$ cat src/rtl/uart_tx_scheduler_pkg.sv
// Shared definitions for the UART transmit scheduler: FSM state encoding and
// the per-client frame configuration layout.
package uart_tx_scheduler_pkg;

    // Scheduler sequencing states
    typedef enum logic [1:0] {
        StIdle     = 2'd0,
        StIssue    = 2'd1,
        StWaitBusy = 2'd2,
        StWaitDone = 2'd3
    } state_e;

    // Packed frame config: {extra_stop, parity_mode[1:0], has_parity, data_bits[1:0]}
    localparam int unsigned CFG_W             = 6;
    localparam int unsigned CFG_DATA_BITS_LSB = 0;
    localparam int unsigned CFG_HAS_PARITY    = 2;
    localparam int unsigned CFG_PARITY_LSB    = 3;
    localparam int unsigned CFG_EXTRA_STOP    = 5;

    typedef struct packed {
        logic       extra_stop;
        logic [1:0] parity_mode;
        logic       has_parity;
        logic [1:0] data_bits;
    } frame_cfg_t;

    // Split a raw client config word into its named fields
    function automatic frame_cfg_t cfg_unpack(input logic [CFG_W-1:0] raw);
        frame_cfg_t c;
        c.data_bits   = raw[CFG_DATA_BITS_LSB +: 2];
        c.has_parity  = raw[CFG_HAS_PARITY];
        c.parity_mode = raw[CFG_PARITY_LSB +: 2];
        c.extra_stop  = raw[CFG_EXTRA_STOP];
        return c;
    endfunction

endpackage

$ cat src/rtl/uart_tx_scheduler_if.sv
// Client-side and transmitter-side signal bundle of the UART transmit scheduler.
// The master modport is the scheduler's view; slave is the clients + transmitter view.
interface uart_tx_scheduler_if #(
    parameter int unsigned NUM_CLIENTS = 4
);
    import uart_tx_scheduler_pkg::*;

    // Client side
    logic [NUM_CLIENTS-1:0]       cl_req;
    logic [NUM_CLIENTS-1:0]       cl_last;
    logic [8*NUM_CLIENTS-1:0]     cl_data;
    logic [CFG_W*NUM_CLIENTS-1:0] cl_cfg;
    logic [NUM_CLIENTS-1:0]       cl_ack;
    logic [NUM_CLIENTS-1:0]       cl_grant;

    // Transmitter side
    logic       tx_ready;
    logic       tx_transmit;
    logic [7:0] tx_data;
    logic [1:0] tx_dataBits;
    logic       tx_hasParity;
    logic [1:0] tx_parityMode;
    logic       tx_extraStopBit;

    modport master (
        input  cl_req,
        input  cl_last,
        input  cl_data,
        input  cl_cfg,
        output cl_ack,
        output cl_grant,
        input  tx_ready,
        output tx_transmit,
        output tx_data,
        output tx_dataBits,
        output tx_hasParity,
        output tx_parityMode,
        output tx_extraStopBit
    );

    modport slave (
        output cl_req,
        output cl_last,
        output cl_data,
        output cl_cfg,
        input  cl_ack,
        input  cl_grant,
        output tx_ready,
        input  tx_transmit,
        input  tx_data,
        input  tx_dataBits,
        input  tx_hasParity,
        input  tx_parityMode,
        input  tx_extraStopBit
    );

endinterface

$ cat src/rtl/uart_tx_scheduler_rr_pick.sv
// Combinational round-robin picker. A locked owner that is still requesting
// keeps the grant; otherwise the first requester after ptr (wrapping) wins.
module uart_tx_scheduler_rr_pick #(
    parameter int unsigned NUM_CLIENTS = 4,
    parameter int unsigned IDX_W       = 2
) (
    input  logic [NUM_CLIENTS-1:0] req,
    input  logic [IDX_W-1:0]       ptr,
    input  logic                   lock,
    input  logic [IDX_W-1:0]       owner,
    output logic [NUM_CLIENTS-1:0] grant,
    output logic [IDX_W-1:0]       grant_idx,
    output logic                   valid
);

    // Scan candidates from ptr+1 and stop at the first requester
    always_comb begin
        logic [IDX_W-1:0] cand;
        grant     = '0;
        grant_idx = '0;
        valid     = 1'b0;
        cand      = '0;
        if (lock && req[owner]) begin
            grant[owner] = 1'b1;
            grant_idx    = owner;
            valid        = 1'b1;
        end else begin
            for (int unsigned k = 1; k <= NUM_CLIENTS; k++) begin
                cand = IDX_W'((32'(ptr) + k) % NUM_CLIENTS);
                if (!valid && req[cand]) begin
                    grant[cand] = 1'b1;
                    grant_idx   = cand;
                    valid       = 1'b1;
                end
            end
        end
    end

endmodule

$ cat src/rtl/uart_tx_scheduler.sv
// Shares one UART transmitter among NUM_CLIENTS byte producers. Round-robin
// arbitration with message locking, registered mux of the winner's byte and
// frame config, transmit/ready handshake sequencing and a sticky timeout flag
// for a transmitter that never leaves ready after a start strobe.
module uart_tx_scheduler
    import uart_tx_scheduler_pkg::*;
#(
    parameter int unsigned NUM_CLIENTS  = 4,
    parameter int unsigned BUSY_TIMEOUT = 1023,
    parameter int unsigned TO_WIDTH     = 10
) (
    input  logic                clk,
    input  logic                rst_n,
    uart_tx_scheduler_if.master bus,
    output logic                busy,
    output logic                err_timeout,
    input  logic                err_clear
);

    localparam int unsigned          IDX_W    = (NUM_CLIENTS > 1) ? $clog2(NUM_CLIENTS) : 1;
    localparam logic [IDX_W-1:0]     LAST_IDX = IDX_W'(NUM_CLIENTS - 1);
    localparam logic [TO_WIDTH-1:0]  TO_LIMIT = TO_WIDTH'(BUSY_TIMEOUT);

    state_e                 state_q, state_d;
    logic                   lock_q, lock_d;
    logic [IDX_W-1:0]       ptr_q, ptr_d;
    logic [TO_WIDTH-1:0]    cnt_q, cnt_d;
    logic                   err_q, err_d;
    logic                   busy_q, busy_d;
    logic [NUM_CLIENTS-1:0] grant_q, grant_d;
    logic [NUM_CLIENTS-1:0] ack_q, ack_d;
    logic                   transmit_q, transmit_d;
    logic [7:0]             data_q, data_d;
    frame_cfg_t             cfg_q, cfg_d;

    logic [NUM_CLIENTS-1:0] pick_grant;
    logic [IDX_W-1:0]       pick_idx;
    logic                   pick_valid;

    // ptr_q doubles as the lock owner: it always holds the last winner
    uart_tx_scheduler_rr_pick #(
        .NUM_CLIENTS (NUM_CLIENTS),
        .IDX_W       (IDX_W)
    ) u_rr_pick (
        .req       (bus.cl_req),
        .ptr       (ptr_q),
        .lock      (lock_q),
        .owner     (ptr_q),
        .grant     (pick_grant),
        .grant_idx (pick_idx),
        .valid     (pick_valid)
    );

    // Next-state and registered-output decode
    always_comb begin
        state_d    = state_q;
        lock_d     = lock_q;
        ptr_d      = ptr_q;
        cnt_d      = cnt_q;
        err_d      = err_q;
        grant_d    = grant_q;
        data_d     = data_q;
        cfg_d      = cfg_q;
        ack_d      = '0;
        transmit_d = 1'b0;

        // A timeout firing below overrides this clear
        if (err_clear) begin
            err_d = 1'b0;
        end

        case (state_q)
            StIdle: begin
                // Owner abandoned its message: release so the full ring competes
                if (lock_q && !bus.cl_req[ptr_q]) begin
                    lock_d = 1'b0;
                end
                if (bus.tx_ready && pick_valid) begin
                    state_d    = StIssue;
                    grant_d    = pick_grant;
                    ptr_d      = pick_idx;
                    lock_d     = ~bus.cl_last[pick_idx];
                    data_d     = bus.cl_data[8*pick_idx +: 8];
                    cfg_d      = cfg_unpack(bus.cl_cfg[CFG_W*pick_idx +: CFG_W]);
                    ack_d      = pick_grant;
                    transmit_d = 1'b1;
                end
            end
            StIssue: begin
                cnt_d   = '0;
                state_d = StWaitBusy;
            end
            StWaitBusy: begin
                if (!bus.tx_ready) begin
                    state_d = StWaitDone;
                end else if (cnt_q == TO_LIMIT) begin
                    // Byte is lost (already acked); no retry strobe
                    err_d   = 1'b1;
                    lock_d  = 1'b0;
                    state_d = StIdle;
                end else begin
                    cnt_d = cnt_q + TO_WIDTH'(1);
                end
            end
            StWaitDone: begin
                if (bus.tx_ready) begin
                    state_d = StIdle;
                end
            end
            default: begin
                state_d = StIdle;
            end
        endcase

        busy_d = (state_d != StIdle);
    end

    // State and output registers
    always_ff @(posedge clk or negedge rst_n) begin
        if (!rst_n) begin
            state_q    <= StIdle;
            lock_q     <= 1'b0;
            ptr_q      <= LAST_IDX;
            cnt_q      <= '0;
            err_q      <= 1'b0;
            busy_q     <= 1'b0;
            grant_q    <= '0;
            ack_q      <= '0;
            transmit_q <= 1'b0;
            data_q     <= '0;
            cfg_q      <= '0;
        end else begin
            state_q    <= state_d;
            lock_q     <= lock_d;
            ptr_q      <= ptr_d;
            cnt_q      <= cnt_d;
            err_q      <= err_d;
            busy_q     <= busy_d;
            grant_q    <= grant_d;
            ack_q      <= ack_d;
            transmit_q <= transmit_d;
            data_q     <= data_d;
            cfg_q      <= cfg_d;
        end
    end

    assign bus.cl_ack          = ack_q;
    assign bus.cl_grant        = grant_q;
    assign bus.tx_transmit     = transmit_q;
    assign bus.tx_data         = data_q;
    assign bus.tx_dataBits     = cfg_q.data_bits;
    assign bus.tx_hasParity    = cfg_q.has_parity;
    assign bus.tx_parityMode   = cfg_q.parity_mode;
    assign bus.tx_extraStopBit = cfg_q.extra_stop;
    assign busy                = busy_q;
    assign err_timeout         = err_q;

endmodule

$ cat src/flat_wrapper.sv
// flat-port wrapper written by rule: the top's interface ports become plain ports
module uart_tx_scheduler_flat import uart_tx_scheduler_pkg::*;
#(
    parameter int unsigned NUM_CLIENTS  = 4,
    parameter int unsigned BUSY_TIMEOUT = 1023,
    parameter int unsigned TO_WIDTH     = 10
)
  (clk, rst_n, busy, err_timeout, err_clear, bus_cl_req, bus_cl_last, bus_cl_data, bus_cl_cfg, bus_cl_ack, bus_cl_grant, bus_tx_ready, bus_tx_transmit, bus_tx_data, bus_tx_dataBits, bus_tx_hasParity, bus_tx_parityMode, bus_tx_extraStopBit);
  uart_tx_scheduler_if #(.NUM_CLIENTS(NUM_CLIENTS)) bus_i ();
  input  logic clk;
  input  logic rst_n;
  output logic busy;
  output logic err_timeout;
  input  logic err_clear;
  input wire logic [$bits(bus_i.cl_req)-1:0] bus_cl_req;
  input wire logic [$bits(bus_i.cl_last)-1:0] bus_cl_last;
  input wire logic [$bits(bus_i.cl_data)-1:0] bus_cl_data;
  input wire logic [$bits(bus_i.cl_cfg)-1:0] bus_cl_cfg;
  output wire logic [$bits(bus_i.cl_ack)-1:0] bus_cl_ack;
  output wire logic [$bits(bus_i.cl_grant)-1:0] bus_cl_grant;
  input wire logic [$bits(bus_i.tx_ready)-1:0] bus_tx_ready;
  output wire logic [$bits(bus_i.tx_transmit)-1:0] bus_tx_transmit;
  output wire logic [$bits(bus_i.tx_data)-1:0] bus_tx_data;
  output wire logic [$bits(bus_i.tx_dataBits)-1:0] bus_tx_dataBits;
  output wire logic [$bits(bus_i.tx_hasParity)-1:0] bus_tx_hasParity;
  output wire logic [$bits(bus_i.tx_parityMode)-1:0] bus_tx_parityMode;
  output wire logic [$bits(bus_i.tx_extraStopBit)-1:0] bus_tx_extraStopBit;
  assign bus_i.cl_req = bus_cl_req;
  assign bus_i.cl_last = bus_cl_last;
  assign bus_i.cl_data = bus_cl_data;
  assign bus_i.cl_cfg = bus_cl_cfg;
  assign bus_cl_ack = bus_i.cl_ack;
  assign bus_cl_grant = bus_i.cl_grant;
  assign bus_i.tx_ready = bus_tx_ready;
  assign bus_tx_transmit = bus_i.tx_transmit;
  assign bus_tx_data = bus_i.tx_data;
  assign bus_tx_dataBits = bus_i.tx_dataBits;
  assign bus_tx_hasParity = bus_i.tx_hasParity;
  assign bus_tx_parityMode = bus_i.tx_parityMode;
  assign bus_tx_extraStopBit = bus_i.tx_extraStopBit;
  uart_tx_scheduler #(.NUM_CLIENTS(NUM_CLIENTS), .BUSY_TIMEOUT(BUSY_TIMEOUT), .TO_WIDTH(TO_WIDTH)) u_core (.clk(clk), .rst_n(rst_n), .bus(bus_i), .busy(busy), .err_timeout(err_timeout), .err_clear(err_clear));
endmodule
$ cat config.mk
export PLATFORM = sky130hd
export DESIGN_NAME = uart_tx_scheduler_flat
export DESIGN_NICKNAME = d
export VERILOG_FILES = /design/src/rtl/uart_tx_scheduler_pkg.sv /design/src/rtl/uart_tx_scheduler_if.sv /design/src/rtl/uart_tx_scheduler_rr_pick.sv /design/src/rtl/uart_tx_scheduler.sv /design/src/flat_wrapper.sv
export SDC_FILE = /design/constraint.sdc
export NUM_CORES = 1
export LEC_CHECK = 0
export ABC_AREA = 1
export BUFFER_PORTS_ARGS = -buffer_cell sky130_fd_sc_hd__buf_2
export CAP_MARGIN = 20
export CORE_AREA = 5 5 100 83
export CTS_CLUSTER_SIZE = 28
export DETAILED_ROUTE_END_ITERATION = 8
export DIE_AREA = 0 0 105 88
export GPL_TIMING_DRIVEN = 0
export PLACE_DENSITY_LB_ADDON = 0.08
export SETUP_SLACK_MARGIN = 0.4
export SKIP_CTS_REPAIR_TIMING = 1
export SYNTH_ARGS = -nofsm -noshare
export SYNTH_HDL_FRONTEND = slang
export SYNTH_SLANG_ARGS = --single-unit
export TNS_END_PERCENT = 30
$ cat constraint.sdc
create_clock -name clk -period 3.3 [get_ports clk]
set_input_delay 0.165 -clock clk [delete_from_list [all_inputs] [get_ports clk]]
set_output_delay 0.165 -clock clk [all_outputs]
set_load 0.01 [all_outputs]
==> impl_metrics.csv <==
group,metric,value,unit
cts,path_clk_slew,80,ps
floorplanning,initial_core_util,43.2,%
critical_path,cp.arrival,2780,ps
floorplanning,rows,28,
routing,viasPerCell,4.77,
timing,relSlewSlack,42.2,%
power_and_ir_drop,power,0.00431,W
yosys,synth.distinct_cells,36,
finish,layout_common_cells,"nand2_1 (131), buf_2 (101), inv_1 (89)",
grt,antenna_found_initial,0,
yosys,yosysWarnings,0,
grt,grt_max_degree,41,
yosys,ys_seq_area_share,32.2,%
routing,dr_total_vias,3120,
cts,clockRootBuffer,"clkbuf_8",
grt,grt_overflow,0,
critical_path,crit_path_end_kind,"flip-flop",
floorplanning,ioPinCount,93,
floorplanning,core,7220,um2
cts,clock-sinks,40,
yosys,async_reset_ff_share,100,%
routing,drc,0,
timing,maxSlewViolCount,0,
cts,cts_buffer_depth,2,
cts,cts_max_level,2,
finish,drive_gt1_share,29.3,%
timing,rsz0062_at_grt,"false",
power_and_ir_drop,power_density,1120,nW/um2
run_status,outcome,"finished with violations",
cts,clk_latency,300,ps
grt,busiest_layer,"met2",
critical_path,path_class,"reg -> reg",
hold_path,worstHoldPathType,"in -> async",
routing,drt_iter0_markers,143,
flow_run,cap_violations,0,
finish,final_nets,640,
yosys,synth_nets,535,
routing,dr.pass1.iters,4,
yosys,synth_area_leader_cell,"dfrtp_1",
finish,syn2layout_area_growth,23.4,%
yosys,synth_flop_cell,"dfrtp_1",
cts,cts_buffers,5,
grt,grt.total_usage,18.3,%
floorplanning,die_y,88,um
timing,finalCritPeriodShare,78.7,%
yosys,netlist_instances,458,
timing,max_freq,385,MHz
routing,ant_nets,0,
grt,grt_use_met3,4.05,%
grt,grt_pass1_wl,13.9,mm
timing,skew,8.56,ps
yosys,synthTopCellsByArea,"dfrtp_1 (31%), nand2_1 (16%), inv_1 (11%)",
placement,hpwl,6.43,mm
grt,use_met1,23.5,%
grt,first_global_vias,3122,
placement,dp.cells,640,
grt,grt_use_met2,31.5,%
yosys,synth_top_area_share,30.5,%
timing,finalSetupViolations,0,
yosys,postSynthAreaPerCell,6.81,um2
timing,worst_pin_slew,867,ps
timing,fin_tns_setup,0,ps
critical_path,worst-r2r-setup-slack,700,ps
yosys,synth-seq-cells,40,
run_status,violations,"hold timing",
routing,routed_wl,8.00,mm
floorplanning,die-width,105,um
finish,diodes,0,
critical_path,required,3490,ps
finish,layout_commonest_cell,"nand2_1",
timing,hold_violations,33,
placement,gp_congestion,0.861,
placement,numPortBuffers,92,
finish,fin_cells,654,
cts,cts_tree,"built",
power_and_ir_drop,p_leak,2.25,nW
floorplanning,dieArea,9240,um2
yosys,synth_edf_count,0,
routing,avgRoutedWirePerCell,12.2,um
power_and_ir_drop,ir_drop,0.499,mV
yosys,syn_area,3120,um2
timing,fin_crit,2600,ps
timing,holdWs,-16.3,ps
critical_path,cp-start-kind,"flip-flop",
critical_path,path_max_fanout,11,
==> layer usage <==
layer / wire [um] / vias to the layer above
li1: - / 1629
met1: 3700 / 1414
met2: 3770 / 67
met3: 421 / 10
met4: 101 / 0
met5: 0 / -
==> metrics by stage <==
stage | setup slack (ps) | utilization (%) | area (um2)
after floorplan | 991 | - | 3120
after global placement | 654 | 51.1 | 3690
after detailed placement | 627 | 51.1 | 3690
after CTS | 609 | 52.6 | 3800
after global routing | 470 | 53.3 | 3850
final | 702 | 53.3 | 3850
==> kinds of logic after synthesis <==
logic type | Yosys count | synth area share [%]
XOR/XNOR | 4 | 1.12
flip-flops | 40 | 32.2
buffers and inverters | 112 | 15.9
adder cells (fa/ha/maj) | 9 | 3.61
AO/OA/AOI/OAI | 35 | 6.46
AND/OR/NAND/NOR | 258 | 40.7
==> Yosys cell counts (2+ instances only) <==
library cell,number
a21oi_1,2
a21oi_2,2
buf_2,9
buf_4,4
buf_6,3
dfrtp_1,38
dfstp_2,2
ha_1,9
inv_1,90
inv_2,3
nand2_1,131
nand2_2,11
nand2_4,3
nand3_1,66
nand3_2,13
nand3b_1,5
nand4_1,3
nor2_1,11
nor3_1,8
o21ai_0,16
o21ai_1,11
xor2_1,4
==> report_power, final <==
group	internal, W	switching, W	leakage [nW]	total (W)
registers	0.000652	0.000106	0.518	0.000758
logic	0.00115	0.00200	1.68	0.00316
clock network	0.000224	0.000172	0.0552	0.000396
==> state kept, by name, indices dropped and copies added, names as in the netlist <==
| name | flops |
|---|---|
| u_core.cnt_q | 10 |
| u_core.bus.tx_data | 8 |
| u_core.bus.cl_ack | 4 |
| u_core.bus.cl_grant | 4 |
| u_core.bus.tx_dataBits | 2 |
| u_core.bus.tx_parityMode | 2 |
| u_core.ptr_q | 2 |
| u_core.state_q | 2 |
| u_core.bus.tx_extraStopBit | 1 |
| u_core.bus.tx_hasParity | 1 |
| u_core.bus.tx_transmit | 1 |
| u_core.busy | 1 |
| u_core.err_timeout | 1 |
| u_core.lock_q | 1 |
==> worst max-delay path, cell delays in order, from the launching register on <==
cell     delay (ps)
dfstp_2         580
buf_6           170
inv_8            60
ha_1            350
inv_1           110
nand3_2         120
nand2_4         140
inv_4            70
nand4_2          90
nand2_1          70
nand2_1         130
buf_2           240
nand3_1         100
nand3_1          90
nand2_1          70
nand2_1          60
nand2_1          50
==> layout make-up <==
class / count / area [um2]
fillers: 771 / 3370
multi-input cells: 306 / 1620
flip-flops and latches: 40 / 1000
repair buffers: 98 / 505
inverters: 95 / 370
plain buffers: 17 / 129
well taps: 90 / 113
clock buffers: 6 / 72.6
clock inverters: 2 / 35.0
==> final timing paths <==
path	depth (start not counted)	start	to
worst max register to register	16	u_core.ptr_q[0]	u_core.bus.tx_dataBits[1]
worst max-delay path	16	u_core.ptr_q[0]	u_core.bus.tx_dataBits[1]
max in group asynchronous	1	rst_n	u_core.bus.tx_data[3]
min in group clk	2	err_clear	u_core.err_timeout
worst min-delay path	1	rst_n	u_core.bus.cl_grant[3]
worst min register to register	2	u_core.bus.tx_data[1]	u_core.bus.tx_data[1]
(Power assumes the default switching activity.)
